**config.mk**
```make
export PLATFORM = sky130hd
export DESIGN_NAME = height_capture_ctrl
export DESIGN_NICKNAME = d
export VERILOG_FILES = /design/src/rtl/height_pkg.sv /design/src/rtl/height_hist_buf.sv /design/src/rtl/height_capture_ctrl.sv
export SDC_FILE = /design/constraint.sdc
export NUM_CORES = 1
export LEC_CHECK = 0
export BUFFER_PORTS_ARGS = -buffer_cell sky130_fd_sc_hd__buf_2
export CORE_MARGIN = 2
export CORE_UTILIZATION = 60
export CTS_CLUSTER_DIAMETER = 50
export DETAILED_ROUTE_END_ITERATION = 16
export GPL_ROUTABILITY_DRIVEN = 0
export PLACE_DENSITY = 0.82
export SLEW_MARGIN = 20
export SYNTH_ARGS = -nofsm -noshare
export SYNTH_HDL_FRONTEND = slang
export SYNTH_SLANG_ARGS = --single-unit
```
**constraint.sdc**
```tcl
create_clock -name clk -period 9.5 [get_ports clk]
set_clock_uncertainty 0.1 [all_clocks]
set_input_delay 2.85 -clock clk [delete_from_list [all_inputs] [get_ports clk]]
set_output_delay 2.85 -clock clk [all_outputs]
set_load 0.01 [all_outputs]
```
**src/rtl/height_pkg.sv**
```systemverilog
// rtl/height_pkg.sv - shared state type, default widths and ms-to-tick helper
package height_pkg;

   localparam int DEF_DATA_W    = 8;
   localparam int DEF_THRESHOLD = 48;

   typedef enum logic [1:0] {
      IDLE    = 2'd0,
      TIMING  = 2'd1,
      LATCHED = 2'd2
   } state_t;

   function automatic int ms_to_ticks(input int clk_hz, input int ms);
      return clk_hz / 1000 * ms;
   endfunction

endpackage

```
**src/rtl/height_hist_buf.sv**
```systemverilog
// rtl/height_hist_buf.sv - newest-first capture history with saturating count
module height_hist_buf #(
   parameter int DATA_W     = 8,
   parameter int HIST_DEPTH = 10,
   localparam int CNT_W     = $clog2(HIST_DEPTH + 1)
)(
   input  logic                         clk,
   input  logic                         reset_n,
   input  logic                         save,
   input  logic                         clear,
   input  logic [DATA_W-1:0]            din,
   output logic [HIST_DEPTH*DATA_W-1:0] hist_flat,
   output logic [CNT_W-1:0]             hist_count
);

   localparam logic [CNT_W-1:0] FULL = CNT_W'(HIST_DEPTH);

   logic [DATA_W-1:0] entry_q [HIST_DEPTH];

   // A clear that coincides with a save keeps only the value being saved
   always_ff @(posedge clk or negedge reset_n) begin
      if (!reset_n) begin
         for (int i = 0; i < HIST_DEPTH; i++) entry_q[i] <= '0;
         hist_count <= '0;
      end else if (clear) begin
         for (int i = 1; i < HIST_DEPTH; i++) entry_q[i] <= '0;
         entry_q[0] <= save ? din : '0;
         hist_count <= save ? CNT_W'(1) : '0;
      end else if (save) begin
         for (int i = HIST_DEPTH - 1; i > 0; i--) entry_q[i] <= entry_q[i-1];
         entry_q[0] <= din;
         if (hist_count != FULL) hist_count <= hist_count + CNT_W'(1);
      end
   end

   for (genvar g = 0; g < HIST_DEPTH; g++) begin : g_flat
      assign hist_flat[g*DATA_W +: DATA_W] = entry_q[g];
   end

endmodule

```
**src/rtl/height_capture_ctrl.sv**
```systemverilog
// rtl/height_capture_ctrl.sv - presence/stability FSM latching minimum height into history
// Optional exit debounce: define HEIGHT_CAPTURE_EXIT_DEBOUNCE_EN.
module height_capture_ctrl
   import height_pkg::*;
#(
   parameter int DATA_W       = DEF_DATA_W,
   parameter int CLK_FREQ_HZ  = 12_000_000,
   parameter int HOLD_MS      = 3000,
   parameter int FLASH_MS     = 250,
   parameter int THRESHOLD    = DEF_THRESHOLD,
   parameter int STABLE_TOL   = 2,
   parameter int HIST_DEPTH   = 10,
   parameter int EXIT_SAMPLES = 4
)(
   input  logic                               clk,
   input  logic                               reset_n,
   input  logic                               sample_valid,
   input  logic [DATA_W-1:0]                  sample_in,
   input  logic                               clear_hist,
   output logic [DATA_W-1:0]                  display_value,
   output logic                               display_latched,
   output logic                               save_pulse,
   output logic                               led_save,
   output logic [HIST_DEPTH*DATA_W-1:0]       hist_flat,
   output logic [$clog2(HIST_DEPTH+1)-1:0]    hist_count
);

   localparam int HOLD_TICKS  = ms_to_ticks(CLK_FREQ_HZ, HOLD_MS);
   localparam int FLASH_TICKS = ms_to_ticks(CLK_FREQ_HZ, FLASH_MS);
   localparam int HOLD_W      = $clog2(HOLD_TICKS + 2);
   localparam int FLASH_W     = $clog2(FLASH_TICKS + 2);

   localparam logic [HOLD_W-1:0]  HOLD_C   = HOLD_W'(HOLD_TICKS);
   localparam logic [FLASH_W-1:0] FLASH_C  = FLASH_W'(FLASH_TICKS);
   localparam logic [DATA_W-1:0]  THRESH_C = DATA_W'(THRESHOLD);
   localparam logic [DATA_W:0]    TOL_C    = (DATA_W+1)'(STABLE_TOL);

   if (HIST_DEPTH < 1 || EXIT_SAMPLES < 1) begin : g_param_check
      $error("height_capture_ctrl: HIST_DEPTH and EXIT_SAMPLES must be >= 1");
   end

   state_t              state_q, state_n;
   logic [HOLD_W-1:0]   hold_q, hold_n;
   logic [FLASH_W-1:0]  flash_q, flash_n;
   logic [DATA_W-1:0]   min_q, min_n, max_q, max_n;
   logic [DATA_W-1:0]   latched_q, latched_n, disp_q, disp_n;
   logic                save_q, save_n;
   logic                present, exit_fire;
   logic [DATA_W-1:0]   min_f, max_f;
   logic [DATA_W:0]     spread;

   assign present = sample_in < THRESH_C;
   assign min_f   = (sample_in < min_q) ? sample_in : min_q;
   assign max_f   = (sample_in > max_q) ? sample_in : max_q;
   assign spread  = {1'b0, max_f} - {1'b0, min_f};

`ifdef HEIGHT_CAPTURE_EXIT_DEBOUNCE_EN
   localparam int EXIT_W = $clog2(EXIT_SAMPLES + 1);
   localparam logic [EXIT_W-1:0] EXIT_LAST = EXIT_W'(EXIT_SAMPLES - 1);

   logic [EXIT_W-1:0] exit_q;

   assign exit_fire = sample_valid && !present && (exit_q == EXIT_LAST);

   always_ff @(posedge clk or negedge reset_n) begin
      if (!reset_n)                                                  exit_q <= '0;
      else if (state_q == IDLE || exit_fire || (sample_valid && present)) exit_q <= '0;
      else if (sample_valid)                                         exit_q <= exit_q + EXIT_W'(1);
   end
`else
   assign exit_fire = sample_valid && !present;
`endif

   always_ff @(posedge clk or negedge reset_n) begin
      if (!reset_n) begin
         state_q   <= IDLE;
         hold_q    <= '0;
         flash_q   <= '0;
         min_q     <= '0;
         max_q     <= '0;
         latched_q <= '0;
         disp_q    <= '0;
         save_q    <= 1'b0;
      end else begin
         state_q   <= state_n;
         hold_q    <= hold_n;
         flash_q   <= flash_n;
         min_q     <= min_n;
         max_q     <= max_n;
         latched_q <= latched_n;
         disp_q    <= disp_n;
         save_q    <= save_n;
      end
   end

   always_comb begin
      state_n   = state_q;
      hold_n    = hold_q;
      min_n     = min_q;
      max_n     = max_q;
      latched_n = latched_q;
      save_n    = 1'b0;
      flash_n   = (flash_q != '0) ? flash_q - FLASH_W'(1) : flash_q;

      case (state_q)
         IDLE: begin
            if (sample_valid && present) begin
               state_n = TIMING;
               hold_n  = HOLD_W'(1);
               min_n   = sample_in;
               max_n   = sample_in;
            end
         end
         TIMING: begin
            if (exit_fire) begin
               state_n = IDLE;
               hold_n  = '0;
            end else if (sample_valid && present && spread > TOL_C) begin
               hold_n = HOLD_W'(1);
               min_n  = sample_in;
               max_n  = sample_in;
            end else if (hold_q >= HOLD_C) begin
               state_n   = LATCHED;
               hold_n    = '0;
               latched_n = min_q;
               save_n    = 1'b1;
               flash_n   = FLASH_C;
            end else begin
               // Above-threshold samples still pending exit must not widen the window
               hold_n = hold_q + HOLD_W'(1);
               if (sample_valid && present) begin
                  min_n = min_f;
                  max_n = max_f;
               end
            end
         end
         LATCHED: begin
            if (exit_fire) state_n = IDLE;
         end
         default: state_n = IDLE;
      endcase

      if (state_n == LATCHED)  disp_n = latched_n;
      else if (sample_valid)   disp_n = sample_in;
      else                     disp_n = disp_q;
   end

   assign display_value   = disp_q;
   assign display_latched = (state_q == LATCHED);
   assign save_pulse      = save_q;
   assign led_save        = (flash_q != '0);

   height_hist_buf #(
      .DATA_W     (DATA_W),
      .HIST_DEPTH (HIST_DEPTH)
   ) u_hist (
      .clk        (clk),
      .reset_n    (reset_n),
      .save       (save_q),
      .clear      (clear_hist),
      .din        (latched_q),
      .hist_flat  (hist_flat),
      .hist_count (hist_count)
   );

endmodule

```
==> results of run 1 <==
==> cells in the mapped netlist, types with 5 or more instances <==
cell      number  area [um2]
a21oi_1       29       145.1
a31oi_1       11       68.82
and2_1         6       37.54
and3_1         8       50.05
and4_1         5       43.79
buf_1          9       33.78
clkbuf_1      27       101.4
dfrtp_1      167        4179
ha_1          28       350.3
inv_1         27       101.4
mux2_2        23       259.0
mux2i_1       92       920.9
nand2_1       59       221.5
nand2b_1      10       62.56
nand3_1       39       195.2
nand4_1       12       75.07
nor2_1       142       533.0
nor2b_1       11       68.82
nor3_1        12       60.06
nor4_1         8       50.05
o211ai_1       9       67.56
o21a_1         6       45.04
o21ai_0       18       90.09
or3_1         10       62.56
xnor2_1       15       131.4
==> power by group <==
| part | internal [W] | total, W | switching [W] |
|---|---|---|---|
| Clock | 0.000396 | 0.000694 | 0.000298 |
| Sequential | 0.000728 | 0.000749 | 0.0000205 |
| Combinational | 0.0000936 | 0.000235 | 0.000141 |
| Total | 0.00122 | 0.00168 | 0.000460 |
==> cell type report <==
class	instances	area, um2
multi-input cells	625	4210
flip-flops and latches	167	4183
fillers	1056	4078
repair buffers	114	596.8
clock buffers	19	432.9
well taps	180	225.2
clock inverters	13	157.7
inverters	28	105.1
==> routing by layer <==
metal	global-route usage (%)	share of wire [%]	routed length [um]	vias to the layer above
met5	0	0	0	-
met4	9.650	2.3	432	0
met3	4.682	4.1	776	34
met2	39.63	48	8966	169
met1	33.88	46	8527	3283
li1	-	-	-	3250
==> cells by family after synthesis <==
kind of cell,Yosys count,share of synthesized area [%]
AND/OR/NAND/NOR,337,18.14
flip-flops,167,48.16
multiplexers,119,14.29
adder cells (fa/ha/maj),28,4.038
XOR/XNOR,19,1.918
AO/OA/AOI/OAI,122,10.07
buffers and inverters,72,3.389
==> registers in the layout, summed over array words and instances, names as in the netlist, 2 cells and up, named ones only <==
signal             flops
u_hist.hist_count      4
state_q                2
display_value          8
min_q                  8
u_hist.hist_flat      80
max_q                  6
flash_q               22
hold_q                26
latched_q              8
==> path summary, 6_finish.rpt <==
path | startpoint | end | slack (ns) | cells after the start
worst min-delay path | flash_q[15]$_DFF_PN0_ | flash_q[15]$_DFF_PN0_ | 0.39 | 2
worst min register to register | flash_q[15]$_DFF_PN0_ | flash_q[15]$_DFF_PN0_ | 0.39 | 2
worst max-delay path | sample_in[5] | latched_q[4]$_DFF_PN0_ | 1.58 | 20
worst max register to register | flop | latched_q[4]$_DFF_PN0_ | 3.66 | 20
max in group asynchronous | reset_n | latched_q[0]$_DFF_PN0_ | 5.44 | 2
min in group asynchronous | reset_n | u_hist.hist_flat[78]$_DFFE_PN0P_ | 2.39 | 1
==> worst min-delay path: stages (launching register included) <==
cell	delay (ns)
dfrtp_1	0.34
nand2_1	0.05
nand3_1	0.07
==> through the flow <==
stage / hold slack [ns] / std cells / setup WS [ns]
floorplan: 0.3550 / 864 / 2.156
global placement: 0.3785 / 1114 / 1.344
detailed placement: 0.3830 / 1114 / 1.193
CTS: 0.3988 / 1146 / 1.628
global route: 0.4300 / 1146 / 1.307
finish: 0.3947 / 1146 / 1.576
==> flow_summary_export.csv, run 1 <==
group,metric,value,unit
clocking,postCtsSetupBuffers,0,
final_layout,final_cell_mix,"166 x dfrtp_1, 142 x nor2_1, 105 x buf_2",
detailed_routing,wl_per_cell,16.32,um
job,maxCapViolCount,0,
setup_path,crit_chain,"buf_2 > ha_1 > a211oi_2 > nor2_1 > or4_1 > nand2_1 > mux2_2 > ha_1 > nor2b_1 > o21ai_0 > nand2b_1 > a221o_1 > a2bb2oi_1 > o31ai_1 > a211oi_2 > a41o_1 > nand3_2 > buf_4 > inv_2 > mux2_2",
sta,rsz0062_at_grt,"no",
synth,seq_area_frac_synth,48.16,%
setup_path,crit_type,"primary input to flop",
setup_path,crit_slowest_cell,"or4_1",
final_layout,layout_commonest_cell,"dfrtp_1",
sta,slew_viol_final,0,
synth,synth_enable_flop_cells,0,
synth,netlist_area,8677,um2
power_and_ir_drop,leakage,4.623,nW
placed_design,numPortBuffers,106,
sta,fin_crit_sh,83.41,%
sta,worstMarginPinSlew,0.9631,ns
detailed_routing,via_count,6736,
detailed_routing,drtIter0Drc,432,
final_layout,finalNetCount,993,
synth,ys_types,67,
sta,tns,0,ns
floorplan,die_h,124.3,um
power_and_ir_drop,p_total,0.001678,W
clocking,cts.sinks,167,
final_layout,diodes,0,
clocking,cts_tree,"built",
floorplan,core,13990,um2
worst_hold_path,hold_class,"flop to flop",
power_and_ir_drop,ir_worst_vdd,0.1391,mV
setup_path,end_kind,"flop",
placed_design,dp_hpwl,12.56,mm
sta,final_hold_viol_count,0,
clocking,root_buffer,"clkbuf_16",
synth,synth_area_per_cell,10.04,um2
floorplan,io_pins,107,
final_layout,layout-drive-gt1-share,19.36,%
setup_path,cp.arrival,8.13,ns
setup_path,cp_max_fo,23,
clocking,cts_made_buffers,17,
final_layout,utilization,70.85,%
clocking,clk_path_buf_depth,2,
synth,async_flop_share,100.0,%
synth,synth_warnings,0,
detailed_routing,via_per_inst,5.878,
global_routing,grt_pass1_wl,31.48,mm
setup_path,crit_family,"compound AO/OA/AOI/OAI gates",
setup_path,path_buf_inv,3,
sta,finalCriticalPeriod,7.924,ns
setup_path,critPathLaunchType,"primary input",
placed_design,postPlaceCellArea,9320,um2
detailed_routing,antenna_left,0,
detailed_routing,wl,18.70,mm
global_routing,overflow,0,
clocking,cts-hold-fix-buffers,0,
final_layout,design_area,9911,um2
clocking,cts_resized,0,
sta,clock.fmax,126.2,MHz
final_layout,area_delta_synth_final,14.22,%
detailed_routing,first_pass_iters,5,
global_routing,grt_max_degree,95,
floorplan,start_util,62.03,%
setup_path,max_stage_delay,0.62,ns
status,status,"finished, final reports clean",
detailed_routing,drc_errors,0,
clocking,htreeDepth,4,
synth,synth_flop_cell,"dfrtp_1",
clocking,clk_pin_slew_worst_paths,0.07,ns
synth,synthesis.nets,904,
global_routing,grt_pass1_vias,6434,
clocking,clkLatencyLatePin,0.43,ns
global_routing,antenna_found_initial,0,
synth,ys_ff_latch,167,
sta,slew_headroom,35.79,%
setup_path,cp.required,9.71,ns
synth,synth_cells,864,
power_and_ir_drop,powerDensity,169.3,nW/um2
sta,setup_viol,0,
floorplan,rows,43,
global_routing,grt_use_total,24.81,%
floorplan,dieArea,15440,um2
floorplan,dieWidth,124.3,um
Power figures use the tool's default switching activity.
==> run 2: changes to the inputs <==
- CORE_UTILIZATION: 60 -> 59
- PLACE_DENSITY: 0.82 -> 0.81
- clock period: 9.5 -> 8 ns (I/O delays scaled with it)
==> run 2 against run 1 <==
Compared with the run above:
- clock-buffer cell count shrank 1
- die area grew 1.6%
- clock power grew 12%
- sequential share of layout area is essentially flat
- final cell count grew 0.35%
- via count grew 1.5%
- non-clock buffer count grew 2
- first-iteration DRC count grew 19%
==> flow_summary_export.csv, run 2 (same netlist as run 1, synthesis figures left out) <==
group,metric,value,unit
status,status,"finished, final reports clean",
final_layout,layout_commonest_cell,"dfrtp_1",
detailed_routing,antenna_left,0,
sta,slew_headroom,36.09,%
detailed_routing,drtIter0Drc,514,
floorplan,core,14420,um2
setup_path,cp.required,8.21,ns
setup_path,critPathLaunchType,"primary input",
detailed_routing,drc_errors,0,
sta,setup_viol,0,
detailed_routing,wl,19.02,mm
detailed_routing,wl_per_cell,16.54,um
final_layout,layout-drive-gt1-share,19.46,%
setup_path,crit_type,"primary input to flop",
floorplan,dieArea,15690,um2
final_layout,largest_reg_flops,80,
clocking,root_buffer,"clkbuf_16",
sta,clock.fmax,138.5,MHz
global_routing,grt_pass1_vias,6338,
clocking,cts_resized,0,
clocking,cts-hold-fix-buffers,0,
detailed_routing,via_count,6840,
final_layout,diodes,0,
final_layout,seq_area,4183,um2
sta,rsz0062_at_grt,"no",
sta,finalCriticalPeriod,7.221,ns
power_and_ir_drop,leakage,4.613,nW
final_layout,final_cell_mix,"166 x dfrtp_1, 142 x nor2_1, 105 x buf_2",
global_routing,grt_use_total,24.87,%
floorplan,start_util,60.16,%
final_layout,utilization,68.69,%
clocking,clkLatencyLatePin,0.43,ns
power_and_ir_drop,powerDensity,196.9,nW/um2
floorplan,die_h,125.3,um
sta,final_hold_viol_count,0,
global_routing,grt_max_degree,109,
floorplan,rows,44,
worst_hold_path,hold_class,"flop to flop",
clocking,postCtsSetupBuffers,0,
final_layout,fillCellCount,1086,
detailed_routing,first_pass_iters,5,
clocking,cts.sinks,167,
clocking,cts_tree,"built",
setup_path,cp.arrival,7.43,ns
placed_design,numPortBuffers,106,
sta,slew_viol_final,0,
sta,fin_crit_sh,90.26,%
detailed_routing,via_per_inst,5.948,
setup_path,cp_max_fo,18,
job,maxCapViolCount,0,
global_routing,grt_pass1_wl,31.88,mm
sta,holdWs,0.3931,ns
setup_path,end_kind,"flop",
final_layout,multi_input_area,4210,um2
floorplan,io_pins,107,
floorplan,dieWidth,125.3,um
global_routing,antenna_found_initial,0,
power_and_ir_drop,ir_worst_vdd,0.1719,mV
placed_design,dp_hpwl,12.55,mm
clocking,cts_made_buffers,17,
clocking,clk_path_buf_depth,2,
clocking,clk_pin_slew_worst_paths,0.07,ns
final_layout,finalNetCount,995,
clocking,htreeDepth,4,
sta,worstMarginPinSlew,0.9586,ns
sta,tns,0,ns
global_routing,overflow,0,
final_layout,area_delta_synth_final,14.19,%
## run 2: layout make-up
type	count	area share (%)
inverters	28	1.061
clock buffers	18	4.331
clock inverters	12	1.200
flip-flops and latches	167	42.21
multi-input cells	625	42.49
well taps	184	2.324
repair buffers	116	6.377
## run 2: per-stage QoR
stage,setup WS (ns),std cells,cell area [um2],power [W]
floorplan,1.106,864,8677,0.001101
global placement,0.5492,1119,9333,0.001172
detailed placement,0.3786,1119,9333,0.001180
CTS,0.8173,1149,9881,0.001957
global route,0.4725,1150,9908,0.002031
finish,0.7793,1150,9908,0.001951
## run 2: worst paths after layout
kind | startpoint | endpoint | slack [ns] | depth (start not counted)
worst min register to register | flash_q[15]$_DFF_PN0_ | flash_q[15]$_DFF_PN0_ | 0.39 | 2
max in group asynchronous | reset_n | hold_q[8]$_DFFE_PN0P_ | 4.46 | 2
worst max register to register | flop | latched_q[5]$_DFF_PN0_ | 2.41 | 19
worst max-delay path | sample_in[5] | latched_q[5]$_DFF_PN0_ | 0.78 | 19
worst min-delay path | flash_q[15]$_DFF_PN0_ | flash_q[15]$_DFF_PN0_ | 0.39 | 2
min in group asynchronous | reset_n | u_hist.hist_flat[33]$_DFFE_PN0P_ | 2.00 | 1
## run 2: layer usage
layer / vias to the layer above / track usage [%] / share of wire [%]
met1: 3383 / 34.44 / 45
met2: 177 / 40.03 / 49
li1: 3245 / - / -
met3: 35 / 4.022 / 3.7
met4: 0 / 9.216 / 2.2
met5: - / 0 / 0
## run 2: worst max-delay path: stages
cell,delay (ns)
buf_2,0.16
ha_1,0.33
a211oi_2,0.18
nor2_1,0.12
or4_1,0.62
nand2_1,0.32
mux2_2,0.38
ha_1,0.31
nor2b_1,0.14
o21ai_0,0.22
nand2b_1,0.19
a221o_1,0.33
a2bb2oi_1,0.22
o31ai_1,0.13
a211oi_2,0.32
a41o_1,0.28
nand3_2,0.11
inv_2,0.29
mux2_2,0.38
## run 2: power breakdown
group          switching, W  internal [W]
clock network      0.000349      0.000430
logic              0.000169      0.000112
registers         0.0000250      0.000865
==> run 3: changes to the inputs <==
- PLACE_DENSITY: 0.81 -> default
- PLACE_DENSITY_LB_ADDON: default -> 0.1
==> run 3 against run 2 <==
Compared with the run above:
- global-route usage is 0.051 points lower
- critical path type unchanged
- setup slack better by 0.15 ns
- critical endpoint is now hold_q[2]$_DFFE_PN0P_
- clock-buffer cell count is 1 higher
- sequential power hardly changed
- highest routed layer unchanged
==> flow_summary_export.csv, run 3 (same netlist as run 1, synthesis figures left out) <==
group,metric,value,unit
status,status,"finished, final reports clean",
placed_design,dp_hpwl,13.29,mm
sta,rsz0062_at_grt,"no",
global_routing,grt_max_degree,107,
floorplan,die_h,125.3,um
final_layout,diodes,0,
sta,slew_headroom,38.13,%
floorplan,io_pins,107,
power_and_ir_drop,powerDensity,201.8,nW/um2
detailed_routing,drtIter0Drc,511,
floorplan,core,14420,um2
sta,final_hold_viol_count,0,
final_layout,layout-drive-gt1-share,19.59,%
floorplan,rows,44,
clocking,cts-hold-fix-buffers,0,
job,maxCapViolCount,0,
detailed_routing,drc_errors,0,
final_layout,finalNetCount,992,
setup_path,cp.arrival,7.29,ns
clocking,clk_pin_slew_worst_paths,0.07,ns
worst_hold_path,hold_class,"flop to flop",
sta,setup_viol,0,
global_routing,antenna_found_initial,0,
clocking,cts_made_buffers,17,
setup_path,cp_max_fo,37,
detailed_routing,first_pass_iters,5,
sta,clock.fmax,141.4,MHz
power_and_ir_drop,ir_worst_vdd,0.1708,mV
clocking,postCtsSetupBuffers,0,
global_routing,overflow,0,
sta,slew_viol_final,0,
setup_path,critPathLaunchType,"primary input",
detailed_routing,via_per_inst,5.868,
sta,fin_crit_sh,88.42,%
clocking,cts.sinks,167,
final_layout,largest_reg_flops,80,
setup_path,crit_slowest_cell,"or4_1",
power_and_ir_drop,leakage,4.631,nW
final_layout,area_delta_synth_final,14.65,%
setup_path,crit_chain,"buf_2 > ha_1 > a211oi_2 > nor2_1 > or4_1 > nand2_1 > mux2_2 > ha_1 > nor2b_1 > o21ai_0 > nand2b_1 > a221o_1 > a2bb2oi_1 > o31ai_1 > a211oi_2 > a41o_1 > buf_4 > nand2_1 > o311ai_1",
floorplan,dieWidth,125.3,um
sta,tns,0,ns
setup_path,crit_type,"primary input to flop",
detailed_routing,antenna_left,0,
detailed_routing,wl_per_cell,16.69,um
floorplan,start_util,60.16,%
detailed_routing,via_count,6742,
global_routing,grt_pass1_vias,6490,
clocking,clk_path_buf_depth,2,
clocking,htreeDepth,4,
sta,finalCriticalPeriod,7.074,ns
final_layout,utilization,68.97,%
global_routing,grt_pass1_wl,31.89,mm
final_layout,layout_commonest_cell,"dfrtp_1",
clocking,cts_tree,"built",
floorplan,dieArea,15690,um2
final_layout,final_cell_mix,"166 x dfrtp_1, 142 x nor2_1, 105 x buf_2",
clocking,cts_resized,0,
detailed_routing,wl,19.18,mm
setup_path,end_kind,"flop",
placed_design,numPortBuffers,106,
clocking,clkLatencyLatePin,0.43,ns
global_routing,grt_use_total,24.82,%
clocking,root_buffer,"clkbuf_16",
setup_path,cp.required,8.22,ns
setup_path,max_stage_delay,0.65,ns
sta,worstMarginPinSlew,0.9280,ns
==> run 3: per-layer routing <==
metal	global-route usage (%)	share of wire (%)	wire length [um]
met5	0	0	0
met4	7.778	1.8	338
met2	39.19	48	9237
met3	4.707	4.3	828
met1	35.19	46	8775
==> run 3: report_power, final <==
part / switching (W) / internal (W)
logic: 0.000172 / 0.000114
registers: 0.0000255 / 0.000865
clock network: 0.000369 / 0.000463
total: 0.000567 / 0.00144
==> run 3: final timing paths <==
kind	from	end	slack, ns	cells past startpoint
max	sample_in[5]	hold_q[2]$_DFFE_PN0P_	0.93	19
min	flash_q[15]$_DFF_PN0_	flash_q[15]$_DFF_PN0_	0.40	2
max reg2reg	flop	hold_q[2]$_DFFE_PN0P_	2.47	19
min reg2reg	flash_q[15]$_DFF_PN0_	flash_q[15]$_DFF_PN0_	0.40	2
max in group asynchronous	reset_n	asynchronous set/reset pin	4.48	2
min in group asynchronous	reset_n	u_hist.hist_flat[40]$_DFFE_PN0P_	1.96	1
==> run 3: critical path, delay by kind of cell <==
| family | cells | cell delay (ns) |
|---|---|---|
| AO/OA/AOI/OAI | 8 | 1.94 |
| buffers and inverters | 2 | 0.52 |
| AND/OR/NAND/NOR | 6 | 1.44 |
| adder cells (fa/ha/maj) | 2 | 0.64 |
| multiplexers | 1 | 0.34 |
==> run 3: area by class of cell <==
cell class,instances,area (um2)
clock buffer,19,452.9
multi-input combinational,625,4214
fill,1109,4476
inverter,28,105.1
tap,184,230.2
clock inverter,13,153.9
sequential,167,4183
timing repair buffer,113,609.3
==> run 3: stage by stage <==
stage	total power (W)	cells	worst slack [ns]	instance area (um2)	hold slack (ns)
CTS	0.002017	1149	0.9793	9945	0.3945
global route	0.002095	1149	0.5196	9948	0.4225
global placement	0.001170	1116	0.7271	9310	0.3743
finish	0.002008	1149	0.9261	9948	0.3980
detailed placement	0.001187	1117	0.5429	9338	0.3774
floorplan	0.001101	864	1.106	8677	0.3550
